File: src/rtl/lock_controller.sv
// -----------------------------------------------------------------------------
// lock_controller
//
// Digital-lock sequencer. It collects BCD keypad digits and compares a complete
// entry against the stored code. On a match it opens the lock. While the lock
// is open the code can be reprogrammed. It requests error or success blink
// sequences from the downstream LED blinker through a two-phase handshake.
//
// Ports
//   hwclk          in   1   system clock (12 MHz)
//   rst_n          in   1   asynchronous active-low reset (deassertion is synchronised here)
//   key_valid      in   1   1-cycle pulse, key_digit valid this cycle
//   key_digit      in   4   BCD digit 0..9; 10..15 ignored
//   prog_req       in   1   1-cycle pulse, enter programming mode (UNLOCKED only)
//   lock_req       in   1   1-cycle pulse, relock (UNLOCKED or PROG)
//   done_blinking  in   1   blinker status: 0 while running, 1 when idle/complete
//   start_blinking out  1   rising edge starts a blink sequence
//   blink_type     out  1   0 = error sequence, 1 = success sequence
//   unlocked       out  1   1 while the lock is open
//   busy           out  1   1 in any BLINK_* state; keys are ignored while busy
// -----------------------------------------------------------------------------
module lock_controller #(
    parameter int                    CODE_LEN      = 4,
    parameter logic [4*CODE_LEN-1:0] DEFAULT_CODE  = 16'h1234,
    parameter logic [31:0]           ENTRY_TIMEOUT = 32'd60000000
) (
    input  logic       hwclk,
    input  logic       rst_n,
    input  logic       key_valid,
    input  logic [3:0] key_digit,
    input  logic       prog_req,
    input  logic       lock_req,
    input  logic       done_blinking,
    output logic       start_blinking,
    output logic       blink_type,
    output logic       unlocked,
    output logic       busy
);

    localparam int         CODE_W    = 4 * CODE_LEN;
    localparam logic [3:0] CODE_LEN_C = 4'(CODE_LEN);

    typedef enum logic [2:0] {
        ST_LOCKED      = 3'd0,
        ST_PROG        = 3'd1,
        ST_BLINK_SETUP = 3'd2,
        ST_BLINK_ACK   = 3'd3,
        ST_BLINK_WAIT  = 3'd4,
        ST_UNLOCKED    = 3'd5
    } state_t;

    // Shift one new digit into the least significant nibble of an entry.
    function automatic logic [CODE_W-1:0] shift_digit(input logic [CODE_W-1:0] entry,
                                                      input logic [3:0]        digit);
        logic [CODE_W-1:0] shifted;
        shifted      = entry << 4;
        shifted[3:0] = digit;
        return shifted;
    endfunction

    logic [1:0]        rst_sync_r;
    logic              rst_int_n_s;

    state_t            state_r;
    state_t            ret_state_r;
    logic [CODE_W-1:0] code_r;
    logic [CODE_W-1:0] entry_r;
    logic [3:0]        digit_cnt_r;
    logic [31:0]       timer_r;

    logic              key_ok_s;
    logic              entry_full_s;
    logic              timeout_s;
    logic [CODE_W-1:0] entry_next_s;

    // Reset synchroniser: assertion is immediate, release is aligned to hwclk.
    always_ff @(posedge hwclk or negedge rst_n) begin
        if (!rst_n) begin
            rst_sync_r <= 2'b00;
        end else begin
            rst_sync_r <= {rst_sync_r[0], 1'b1};
        end
    end

    assign rst_int_n_s = rst_sync_r[1];

    // Entry qualifiers shared by the LOCKED and PROG states.
    always_comb begin
        key_ok_s     = 1'b0;
        entry_full_s = 1'b0;
        timeout_s    = 1'b0;
        entry_next_s = shift_digit(entry_r, key_digit);
        if (key_valid && (key_digit <= 4'd9)) begin
            key_ok_s = 1'b1;
        end else begin
            key_ok_s = 1'b0;
        end
        if (digit_cnt_r == CODE_LEN_C) begin
            entry_full_s = 1'b1;
        end else begin
            entry_full_s = 1'b0;
        end
        if ((digit_cnt_r != 4'd0) && (timer_r == (ENTRY_TIMEOUT - 32'd1))) begin
            timeout_s = 1'b1;
        end else begin
            timeout_s = 1'b0;
        end
    end

    // Main lock FSM with registered handshake and status outputs.
    always_ff @(posedge hwclk or negedge rst_int_n_s) begin
        if (!rst_int_n_s) begin
            state_r        <= ST_LOCKED;
            ret_state_r    <= ST_LOCKED;
            code_r         <= DEFAULT_CODE;
            entry_r        <= '0;
            digit_cnt_r    <= 4'd0;
            timer_r        <= 32'd0;
            start_blinking <= 1'b0;
            blink_type     <= 1'b0;
            unlocked       <= 1'b0;
            busy           <= 1'b0;
        end else begin
            case (state_r)
                ST_LOCKED: begin
                    if (entry_full_s) begin
                        // Complete entry: decide; any key arriving now is dropped.
                        entry_r     <= '0;
                        digit_cnt_r <= 4'd0;
                        timer_r     <= 32'd0;
                        if (entry_r == code_r) begin
                            state_r  <= ST_UNLOCKED;
                            unlocked <= 1'b1;
                        end else begin
                            blink_type  <= 1'b0;
                            ret_state_r <= ST_LOCKED;
                            state_r     <= ST_BLINK_SETUP;
                            busy        <= 1'b1;
                        end
                    end else if (key_ok_s) begin
                        entry_r     <= entry_next_s;
                        digit_cnt_r <= digit_cnt_r + 4'd1;
                        timer_r     <= 32'd0;
                    end else if (timeout_s) begin
                        // Abandoned partial entry is discarded silently.
                        entry_r     <= '0;
                        digit_cnt_r <= 4'd0;
                        timer_r     <= 32'd0;
                    end else if (digit_cnt_r != 4'd0) begin
                        timer_r <= timer_r + 32'd1;
                    end else begin
                        timer_r <= 32'd0;
                    end
                end

                ST_PROG: begin
                    if (lock_req) begin
                        // Abort programming; the stored code is left untouched.
                        state_r     <= ST_LOCKED;
                        unlocked    <= 1'b0;
                        entry_r     <= '0;
                        digit_cnt_r <= 4'd0;
                        timer_r     <= 32'd0;
                    end else if (entry_full_s) begin
                        code_r      <= entry_r;
                        unlocked    <= 1'b0;
                        blink_type  <= 1'b1;
                        ret_state_r <= ST_LOCKED;
                        state_r     <= ST_BLINK_SETUP;
                        busy        <= 1'b1;
                        entry_r     <= '0;
                        digit_cnt_r <= 4'd0;
                        timer_r     <= 32'd0;
                    end else if (key_ok_s) begin
                        entry_r     <= entry_next_s;
                        digit_cnt_r <= digit_cnt_r + 4'd1;
                        timer_r     <= 32'd0;
                    end else if (timeout_s) begin
                        entry_r     <= '0;
                        digit_cnt_r <= 4'd0;
                        timer_r     <= 32'd0;
                    end else if (digit_cnt_r != 4'd0) begin
                        timer_r <= timer_r + 32'd1;
                    end else begin
                        timer_r <= 32'd0;
                    end
                end

                ST_UNLOCKED: begin
                    entry_r     <= '0;
                    digit_cnt_r <= 4'd0;
                    timer_r     <= 32'd0;
                    // lock_req has priority over prog_req.
                    if (lock_req) begin
                        state_r  <= ST_LOCKED;
                        unlocked <= 1'b0;
                    end else if (prog_req) begin
                        state_r <= ST_PROG;
                    end else begin
                        state_r <= ST_UNLOCKED;
                    end
                end

                ST_BLINK_SETUP: begin
                    // blink_type was set one cycle earlier, so it leads this rise.
                    start_blinking <= 1'b1;
                    state_r        <= ST_BLINK_ACK;
                end

                ST_BLINK_ACK: begin
                    if (!done_blinking) begin
                        state_r <= ST_BLINK_WAIT;
                    end else begin
                        state_r <= ST_BLINK_ACK;
                    end
                end

                ST_BLINK_WAIT: begin
                    // No timeout here: a stuck blinker holds us until reset.
                    if (done_blinking) begin
                        start_blinking <= 1'b0;
                        busy           <= 1'b0;
                        state_r        <= ret_state_r;
                    end else begin
                        state_r <= ST_BLINK_WAIT;
                    end
                end

                default: begin
                    state_r        <= ST_LOCKED;
                    start_blinking <= 1'b0;
                    unlocked       <= 1'b0;
                    busy           <= 1'b0;
                    entry_r        <= '0;
                    digit_cnt_r    <= 4'd0;
                    timer_r        <= 32'd0;
                end
            endcase
        end
    end

endmodule

File: config.mk
export PLATFORM = sky130hd
export DESIGN_NAME = lock_controller
export DESIGN_NICKNAME = d
export VERILOG_FILES = /design/src/rtl/lock_controller.sv
export SDC_FILE = /design/constraint.sdc
export NUM_CORES = 1
export LEC_CHECK = 0
export CAP_MARGIN = 25
export CORE_ASPECT_RATIO = 2
export CORE_MARGIN = 3
export CORE_UTILIZATION = 59
export CTS_CLUSTER_SIZE = 30
export DETAILED_ROUTE_END_ITERATION = 10
export GPL_TIMING_DRIVEN = 1
export PLACE_DENSITY = 0.77
export RECOVER_POWER = 100
export SKIP_CTS_REPAIR_TIMING = 1
export SLEW_MARGIN = 40
export SYNTH_ARGS = -nofsm -noshare
export SYNTH_HDL_FRONTEND = slang
export SYNTH_SLANG_ARGS = --single-unit
File: constraint.sdc
create_clock -name hwclk -period 3.55 [get_ports hwclk]
set_clock_uncertainty 0.2 [all_clocks]
set_input_delay 0.8875 -clock hwclk [delete_from_list [all_inputs] [get_ports hwclk]]
set_output_delay 0.8875 -clock hwclk [all_outputs]
set_load 0.01 [all_outputs]
==> results of run 1 <==
[logic make-up (layout without fill, tap and decap cells)]
| logic type | Yosys count | in the layout | synth area share |
|---|---|---|---|
| and+or+nand+nor | 145 | 145 | 0.195 |
| AOI/OAI and AO/OA | 98 | 98 | 0.183 |
| DFF | 77 | 77 | 0.479 |
| buffers and inverters | 33 | 47 | 0.0400 |
| xor gates and xnor gates | 20 | 20 | 0.0434 |
| muxes | 18 | 18 | 0.0499 |
| adders and majority gates | 3 | 3 | 0.00930 |
| other | 1 | 1 | 0.000929 |
[where the power goes]
group	internal (mW)	leakage (nW)	total, mW	switching [mW]
Sequential	1.04	1.03	1.22	0.184
Clock	0.568	0.142	0.936	0.368
Combinational	0.382	0.746	0.899	0.517
Total	1.99	1.92	3.06	1.07
[routing by layer]
metal,wire length [um],global-route usage
met1,3430,0.262
met2,5480,0.497
met3,406,0.0591
met4,463,0.168
met5,0,0
[worst max-delay path by stage]
stage,from,end,slack [ns],depth (start not counted)
2_1_floorplan,rst_sync_r[1],blink_type,1.06,0
3_3_place_gp,lock_req,timer_r[18],0.48,6
3_5_place_dp,lock_req,timer_r[18],0.41,6
4_1_cts,timer_r[0],timer_r[3],0.66,6
5_1_grt,lock_req,digit_cnt_r[0],0.26,6
6_report,lock_req,entry_r[4],0.37,6
[through the flow]
step           cells   util
6_report         497  0.681
2_1_floorplan    395      -
3_5_place_dp     481  0.639
5_1_grt          497  0.681
3_3_place_gp     481  0.637
4_1_cts          497  0.685
[cell type report]
class                           count  area, um^2  area share
Timing Repair Buffer               21         176      0.0391
Tap cell                           88         110      0.0244
Sequential cell                    77        1930       0.429
Multi-Input combinational cell    285        1940       0.431
Clock buffer                       10         239      0.0530
Inverter                           10        37.5     0.00832
Clock inverter                      6        70.1      0.0155
[placed cells by master, fill, tap and decap left out, types with 5 or more instances in the layout]
cell type	count
clkbuf_16	9
dfrtp_1	72
inv_1	10
clkdlybuf4s50_1	6
a22o_2	7
a22o_1	13
or3_1	8
dlygate4sd3_1	7
nand4_1	14
o21ai_0	10
nand3_1	23
nor4_1	9
dfstp_2	5
mux2_2	17
o22ai_1	5
nor2_1	17
a31oi_1	26
xor2_1	17
nand2_1	32
nor3_1	7
[registers in the layout, indices dropped and copies added, names as in the netlist]
name            count
code_r             16
entry_r            16
unlocked            1
timer_r            32
state_r             3
busy                1
digit_cnt_r         4
start_blinking      1
blink_type          1
rst_sync_r          2
==> flow_summary_export.csv, run 1 <==
group,metric,value,unit
outcome,run_status,"completed",
worst_setup_path,worstPathRequired,3.62,ns
synthesis,synthesis.area,4040,um^2
layout,syn2layout_area_growth,11.8,%
placed_design,finalWeightedCongestion,0.920,
worst_setup_path,worstPathCellList,"dlygate4sd3_1, a211o_2, a21oi_1, a31o_1, clkbuf_1, a22o_2",
hold_path,holdPathStages,0,
global_route,track_usage,0.268,
sta,tightest_slew,1.32,ns
pwr,p_leak,1.92,nW
drt,drcViolationCount,0,
synthesis,ys_seq_area_frac,0.479,
worst_setup_path,r2r_end,"timer_r[29]",
worst_setup_path,critPathSlowestCell,"clkbuf_1",
layout,drive_gt1_frac,0.156,
synthesis,synth_top_area_share,0.447,
drt,initialDrtViolationCount,279,
synthesis,synthFlopType,"dfrtp_1",
global_route,grt-ovfl-total,0,
floorplan,die_h,123,um
worst_setup_path,crit_fanout,18,
sta,fin_crit,3.18,ns
floorplan,core_area,6620,um^2
sta,finalHoldViolations,0,
worst_setup_path,start_kind,"primary input",
drt,drt_pass1_iterations,5,
placed_design,dp_hpwl,6.65,mm
sta,fmax,314,MHz
floorplan,start_util,0.609,
synthesis,async_flop_share,1.00,
worst_setup_path,end_kind,"register",
layout,diodes,0,
sta,setup_violations,0,
hold_path,hold_end,"rst_sync_r[1]",
clocking,cts-root-buf,"clkbuf_16",
synthesis,synthCells,395,
worst_setup_path,worst-setup-path-type,"primary input to register",
clocking,cts_buffers,9,
global_route,grt_pass1_vias,3453,
drt,wl,9.78,mm
synthesis,ys_ff_latch,77,
floorplan,rows,42,
layout,fin_area,4510,um^2
worst_setup_path,cp.arrival,3.26,ns
sta,grt_setup_unrepaired,"no",
worst_setup_path,r2r_slack,0.61,ns
sta,maxSlewHeadroom,0.119,
global_route,grt_start_max_net_pins,42,
sta,fin_setup_tns,0,ns
worst_setup_path,max_stage_delay,0.63,ns
synthesis,ys_types,63,
pwr,irDropWorstVdd,450,uV
pwr,powerDensity,678,nW/um^2
global_route,antenna_found_initial,0,
drt,viasPerCell,6.73,
worst_setup_path,rr_worst_depth,6,
clocking,clk_latency,0.33,ns
synthesis,yosysTopAreaCell,"dfrtp_1",
clocking,h-tree-depth,3,
job,max-cap-violations,0,
synthesis,synth_enable_flop_cells,0,
layout,num-fill-cells,535,
synthesis,syn_area_per_cell,10.2,um^2
global_route,grt_first_pass_wirelength,16.2,mm
sta,fin_ws,0.367,ns
synthesis,post-synth-top-count-cell,"dfrtp_1",
layout,final_nets,417,
clocking,cts_tree,"yes",
worst_setup_path,r2r-start,"timer_r[1]",
clocking,path_clk_slew,0.06,ns
pwr,p_total,3.06,mW
placed_design,place_area,4230,um^2
worst_setup_path,path_delay_family,"buffers and inverters",
synthesis,ys_warn_count,0,
floorplan,dieWidth,64.5,um
placed_design,place_worst_setup_slack,0.405,ns
sta,drv_slew,0,
drt,ant_nets,0,
placed_design,io_buffers,13,
drt,dr_total_vias,3347,
clocking,clock_sinks,77,
synthesis,synth_fp_nets,408,
sta,min_period_over_period,0.897,
worst_setup_path,path_buf_inv,2,
synthesis,synthTopCellsByCount,"dfrtp_1 (72), nand2_1 (32), a31oi_1 (26)",
sta,whs,0.157,ns
floorplan,die_area,7930,um^2
drt,wl_per_cell,19.7,um
clocking,cts_buffer_depth,2,
floorplan,pin_count,14,
hold_path,hp-start,"rst_sync_r[0]",
hold_path,holdCritPathClass,"register to register",
synthesis,synth.area.top_cells,"dfrtp_1 (45%), mux2_2 (4.7%), a31oi_1 (4.0%)",
No activity file was read; power rests on OpenSTA's default activity.
==> inputs of run 2 (changes only) <==
--- a/config.mk
+++ b/config.mk
@@ -5,6 +5,7 @@
 export SDC_FILE = /design/constraint.sdc
 export NUM_CORES = 1
 export LEC_CHECK = 0
+export ABC_AREA = 1
 export CAP_MARGIN = 25
 export CORE_ASPECT_RATIO = 2
 export CORE_MARGIN = 3
==> constraint.sdc (replaced) <==
create_clock -name hwclk -period 3.15 [get_ports hwclk]
set_clock_uncertainty 0.2 [all_clocks]
set_input_delay 0.7875 -clock hwclk [delete_from_list [all_inputs] [get_ports hwclk]]
set_output_delay 0.7875 -clock hwclk [all_outputs]
set_load 0.01 [all_outputs]
==> run 2 against run 1 <==
  * The run now ends with capacitance limit, slew limit left
  * Flip-flop and latch count unchanged
  * Via count increased by 20%
  * First-iteration DRC count rose by 15%
  * Routed wire length up 9.6%
  * Critical endpoint is now timer_r[15]
  * Largest cell class unchanged
  * Highest routed layer unchanged
==> flow_summary_export.csv, run 2 <==
group,metric,value,unit
outcome,run_status,"finished with violations",
outcome,violations,"capacitance limit, slew limit",
layout,diodes,0,
clocking,h-tree-depth,3,
floorplan,die_h,129,um
global_route,grt_use_met3,0.0486,
layout,multi_input_area,2090,um^2
drt,ant_nets,0,
floorplan,dieWidth,67.5,um
worst_setup_path,max_stage_delay,0.59,ns
pwr,irDropWorstVdd,354,uV
sta,grt_setup_unrepaired,"no",
synthesis,ys_warn_count,0,
synthesis,yosysTopAreaCell,"dfrtp_1",
synthesis,async_flop_share,1.00,
layout,finalNonFillerCells,748,
worst_setup_path,path_buf_inv,3,
worst_setup_path,critPathSlowestCell,"dlygate4sd3_1",
clocking,cts-root-buf,"clkbuf_16",
layout,final_common_cell,"nand2_1",
worst_setup_path,path_delay_family,"buffers and inverters",
synthesis,synth.area.top_cells,"dfrtp_1 (40%), nand2_1 (21%), inv_1 (6.7%)",
synthesis,syn_area_per_cell,7.07,um^2
drt,wl_per_cell,14.3,um
synthesis,synth_fp_nets,645,
drt,initialDrtViolationCount,321,
pwr,powerDensity,697,nW/um^2
clocking,path_clk_slew,0.06,ns
floorplan,die_area,8710,um^2
layout,largest_register_ffs,32,
clocking,cts_buffer_depth,2,
layout,final_nets,664,
layout,drive_gt1_frac,0.0701,
drt,dr_total_vias,4010,
drt,viasPerCell,5.36,
clocking,clock_sinks,77,
global_route,grt-ovfl-total,0,
placed_design,dp_hpwl,7.77,mm
layout,top_regs,"timer_r (32), code_r (16), entry_r (16)",
layout,largest_register,"timer_r",
worst_setup_path,worstPathRequired,3.22,ns
sta,finalHoldViolations,0,
job,max-cap-violations,1,
sta,tightest_slew,1.70,ns
synthesis,synthCells,632,
placed_design,finalWeightedCongestion,0.989,
layout,num-fill-cells,657,
floorplan,start_util,0.610,
sta,fin_crit,2.58,ns
synthesis,synthesis.area,4470,um^2
synthesis,ys_seq_area_frac,0.433,
worst_setup_path,end_kind,"register",
sta,fmax,388,MHz
hold_path,holdCritPathClass,"register to async pin",
floorplan,rows,44,
synthesis,post-synth-top-count-cell,"nand2_1",
worst_setup_path,startpoint,"lock_req",
layout,syn2layout_area_growth,10.7,%
floorplan,pin_count,14,
sta,fin_setup_tns,0,ns
worst_setup_path,crit_fanout,18,
worst_setup_path,worst-setup-path-type,"primary input to register",
sta,min_period_over_period,0.818,
worst_setup_path,r2r-start,"digit_cnt_r[1]",
layout,layout_common_cells,"nand2_1 (245), inv_1 (81), dfrtp_1 (71)",
floorplan,core_area,7320,um^2
drt,drcViolationCount,0,
drt,wl,10.7,mm
placed_design,io_buffers,13,
global_route,use_met1,0.271,
global_route,track_usage,0.272,
global_route,top_usage_layer,"met2",
drt,drt_pass1_iterations,5,
global_route,grt_first_pass_wirelength,17.7,mm
sta,drv_slew,70,
synthesis,synthTopCellsByCount,"nand2_1 (244), inv_1 (80), dfrtp_1 (72)",
clocking,cts_tree,"yes",
clocking,cts_buffers,9,
worst_setup_path,start_kind,"primary input",
pwr,p_leak,2.39,nW
synthesis,synthFlopType,"dfrtp_1",
global_route,grt_start_max_net_pins,70,
layout,ff_latch_area,1930,um^2
worst_setup_path,cp.arrival,2.64,ns
placed_design,place_inst,731,
worst_setup_path,worstPathCellList,"dlygate4sd3_1, a21oi_1, inv_2, nor2_4, nand3_4, nand2_2, inv_4, nor2_1",
synthesis,synth_enable_flop_cells,0,
synthesis,synth_top_area_share,0.403,
synthesis,ys_types,34,
global_route,met2_usage,0.484,
global_route,antenna_found_initial,0,
sta,maxSlewHeadroom,-0.132,
synthesis,ys_ff_latch,77,
global_route,grt_pass1_vias,3885,
clocking,clk_latency,0.34,ns
sta,setup_violations,0,
run 2: stage by stage:
step           hold slack [ns]  utilization  cell area [um^2]  setup slack [ns]  power, mW
2_1_floorplan            0.131            -              4470             0.656       2.18
3_3_place_gp           -0.0986        0.637              4670             0.502       2.34
3_5_place_dp           -0.0944        0.637              4670             0.490       2.38
4_1_cts                -0.0896        0.681              4990             0.832       3.51
5_1_grt                 0.0313        0.675              4940             0.389       3.68
6_report                0.0182        0.675              4940             0.572       3.44
run 2: worst register-to-register path, delay by kind of cell (launching register included):
| kind | cells | cell delay, ns |
|---|---|---|
| and+or+nand+nor | 6 | 0.75 |
| adders and majority gates | 1 | 0.23 |
| AOI/OAI and AO/OA | 1 | 0.42 |
| DFF | 1 | 0.44 |
| buffers and inverters | 3 | 0.30 |
run 2: worst paths after layout:
kind / endpoint / slack (ns) / cells after the start
min in group hwclk: rst_sync_r[1] / 0.16 / 0
max in group asynchronous: code_r[10] / 1.09 / 1
worst max-delay path: timer_r[15] / 0.57 / 8
worst min register to register: code_r[12] / 0.02 / 0
worst max register to register: timer_r[15] / 0.73 / 11
worst min-delay path: code_r[12] / 0.02 / 0
run 2: report_power, final:
part | internal [mW] | switching, mW | total, mW
combinational | 0.301 | 0.657 | 0.958
clock | 0.714 | 0.399 | 1.11
sequential | 1.18 | 0.191 | 1.37
total | 2.20 | 1.25 | 3.44
run 2: cell families after synthesis:
kind of cell	share of synthesized area
simple gates	0.381
buf+inv	0.0908
flops	0.433
compound gates	0.0524
xor+xnor	0.0314
fa+ha+maj	0.00841
other cells	0.000840
mux	0.00224
run 2: routing by layer:
| layer | vias up | share of wire |
|---|---|---|
| met4 | 0 | 0.069 |
| met5 | - | 0 |
| li1 | 1989 | - |
| met2 | 108 | 0.54 |
| met1 | 1873 | 0.36 |
| met3 | 40 | 0.031 |
run 2: final cells by class:
cell class,count,share of cell area
multi-input cells,461,0.423
well taps,92,0.0233
repair buffers,18,0.0339
clock inverters,4,0.0147
clock buffers,12,0.0498
inverters,84,0.0643
flip-flops and latches,77,0.391
==> inputs of run 3 (changes only) <==
==> constraint.sdc (replaced) <==
create_clock -name hwclk -period 2.4 [get_ports hwclk]
set_clock_uncertainty 0.2 [all_clocks]
set_input_delay 0.6 -clock hwclk [delete_from_list [all_inputs] [get_ports hwclk]]
set_output_delay 0.6 -clock hwclk [all_outputs]
set_load 0.01 [all_outputs]
==> run 3 against run 2 <==
  * The run now ends clean
  * Flip-flop and latch count did not move
  * Combinational power rose by 40%
  * Sequential power rose by 32%
  * Largest power group unchanged
==> flow_summary_export.csv, run 3 (synthesis gave the netlist of run 2 again) <==
group,metric,value,unit
drt,drcViolationCount,0,
global_route,track_usage,0.282,
sta,fin_setup_tns,0,ns
layout,drive_gt1_frac,0.0741,
worst_setup_path,cp.arrival,2.24,ns
pwr,irDropWorstVdd,595,uV
floorplan,die_h,129,um
drt,ant_nets,0,
worst_setup_path,worstPathRequired,2.42,ns
placed_design,place_area,4750,um^2
floorplan,core_area,7320,um^2
placed_design,io_buffers,13,
layout,final_nets,669,
pwr,powerDensity,909,nW/um^2
drt,wl_met1,3.89,mm
clocking,h-tree-depth,3,
outcome,run_status,"completed",
floorplan,dieWidth,67.5,um
drt,drt_pass1_iterations,6,
placed_design,dp_hpwl,8.18,mm
drt,wl,11.0,mm
drt,viasPerCell,5.42,
layout,final_common_cell,"nand2_1",
clocking,cts_tree,"yes",
pwr,p_total,4.54,mW
sta,min_period_over_period,0.923,
hold_path,hp-start,"rst_sync_r[0]",
clocking,cts-root-buf,"clkbuf_16",
drt,wl_per_cell,14.6,um
worst_setup_path,crit_end,"entry_r[14]",
worst_setup_path,startpoint,"timer_r[0]",
drt,dr_total_vias,4078,
global_route,grt-ovfl-total,0,
layout,largest_register,"timer_r",
layout,num-fill-cells,659,
floorplan,die_area,8710,um^2
global_route,grt_start_max_net_pins,33,
worst_setup_path,crit_fanout,17,
hold_path,holdCritPathClass,"register to register",
layout,syn2layout_area_growth,11.7,%
worst_setup_path,start_kind,"register",
clocking,clock_sinks,77,
worst_setup_path,r2r-start,"timer_r[0]",
drt,initialDrtViolationCount,256,
layout,layout_common_cells,"nand2_1 (245), inv_1 (81), dfrtp_1 (72)",
worst_setup_path,rr_worst_depth,10,
pwr,p_leak,2.41,nW
clocking,cts_buffer_depth,2,
layout,diodes,0,
placed_design,finalWeightedCongestion,1.03,
sta,setup_violations,0,
worst_setup_path,r2r_end,"entry_r[14]",
clocking,path_clk_slew,0.06,ns
drt,top_layer_used,"met4",
drt,wl_met3,358,um
sta,maxSlewHeadroom,0.228,
sta,fmax,451,MHz
drt,dr_wl_met2,6.10,mm
layout,largest_register_ffs,32,
sta,drv_slew,0,
layout,fin_area,4990,um^2
worst_setup_path,end_kind,"register",
global_route,grt_pass1_vias,4052,
sta,finalHoldViolations,0,
floorplan,pin_count,14,
clocking,cts_buffers,9,
job,max-cap-violations,0,
worst_setup_path,worst-setup-path-type,"register to register",
clocking,clk_latency,0.33,ns
sta,tightest_slew,1.16,ns
sta,fin_crit,2.22,ns
floorplan,start_util,0.610,
layout,top_regs,"timer_r (32), code_r (16), entry_r (16)",
floorplan,rows,44,
global_route,grt_first_pass_wirelength,18.4,mm
global_route,antenna_found_initial,0,
worst_setup_path,r2r_slack,0.18,ns
sta,grt_setup_unrepaired,"no",
run 3: per-stage QoR:
step	util	hold slack (ns)	instances	setup slack, ns
final	0.681	0.159	753	0.184
after global routing	0.681	0.164	753	0.0513
after CTS	0.690	0.142	753	0.190
after detailed placement	0.649	0.135	737	0.0666
after global placement	0.649	0.136	737	0.108
after floorplan	-	0.104	632	0.548
run 3: area by class of cell:
class	count	area [um^2]	area share
inverters	84	318	0.0637
multi-input cells	461	2100	0.421
clock buffers	13	260	0.0522
well taps	92	115	0.0231
repair buffers	23	218	0.0436
clock inverters	3	43.8	0.00878
flip-flops and latches	77	1930	0.387
run 3: worst min path at each step:
stage / end / slack [ns] / cells past startpoint
floorplan: rst_sync_r[0] / 0.10 / 0
global placement: timer_r[8] / 0.14 / 0
detailed placement: timer_r[10] / 0.13 / 0
CTS: code_r[8] / 0.14 / 0
global route: rst_sync_r[1] / 0.16 / 0
finish: rst_sync_r[1] / 0.16 / 0
run 3: per-layer routing:
metal  vias to the layer above  global-route usage
met1                      1912               0.279
met2                       119               0.513
met3                        47              0.0486
met4                         0               0.181
met5                         -                   0
li1                       2000                   -
run 3: power by group:
part           total (mW)  leakage, nW  switching (mW)  internal [mW]
Clock                1.39        0.150           0.523          0.863
Combinational        1.34         1.27           0.894          0.451
Sequential           1.81        0.991           0.258           1.55
Total                4.54         2.41            1.67           2.86
run 3: worst max-delay path, stage by stage, from the launching register on:
cell and delay (ns):
dfrtp_1 0.45, ha_1 0.28, nand3_1 0.15, inv_2 0.15
nand2_2 0.13, nor2_1 0.18, nand3_1 0.13, nand2_1 0.12
nand2_4 0.14, nand2_1 0.11, nand2_1 0.06
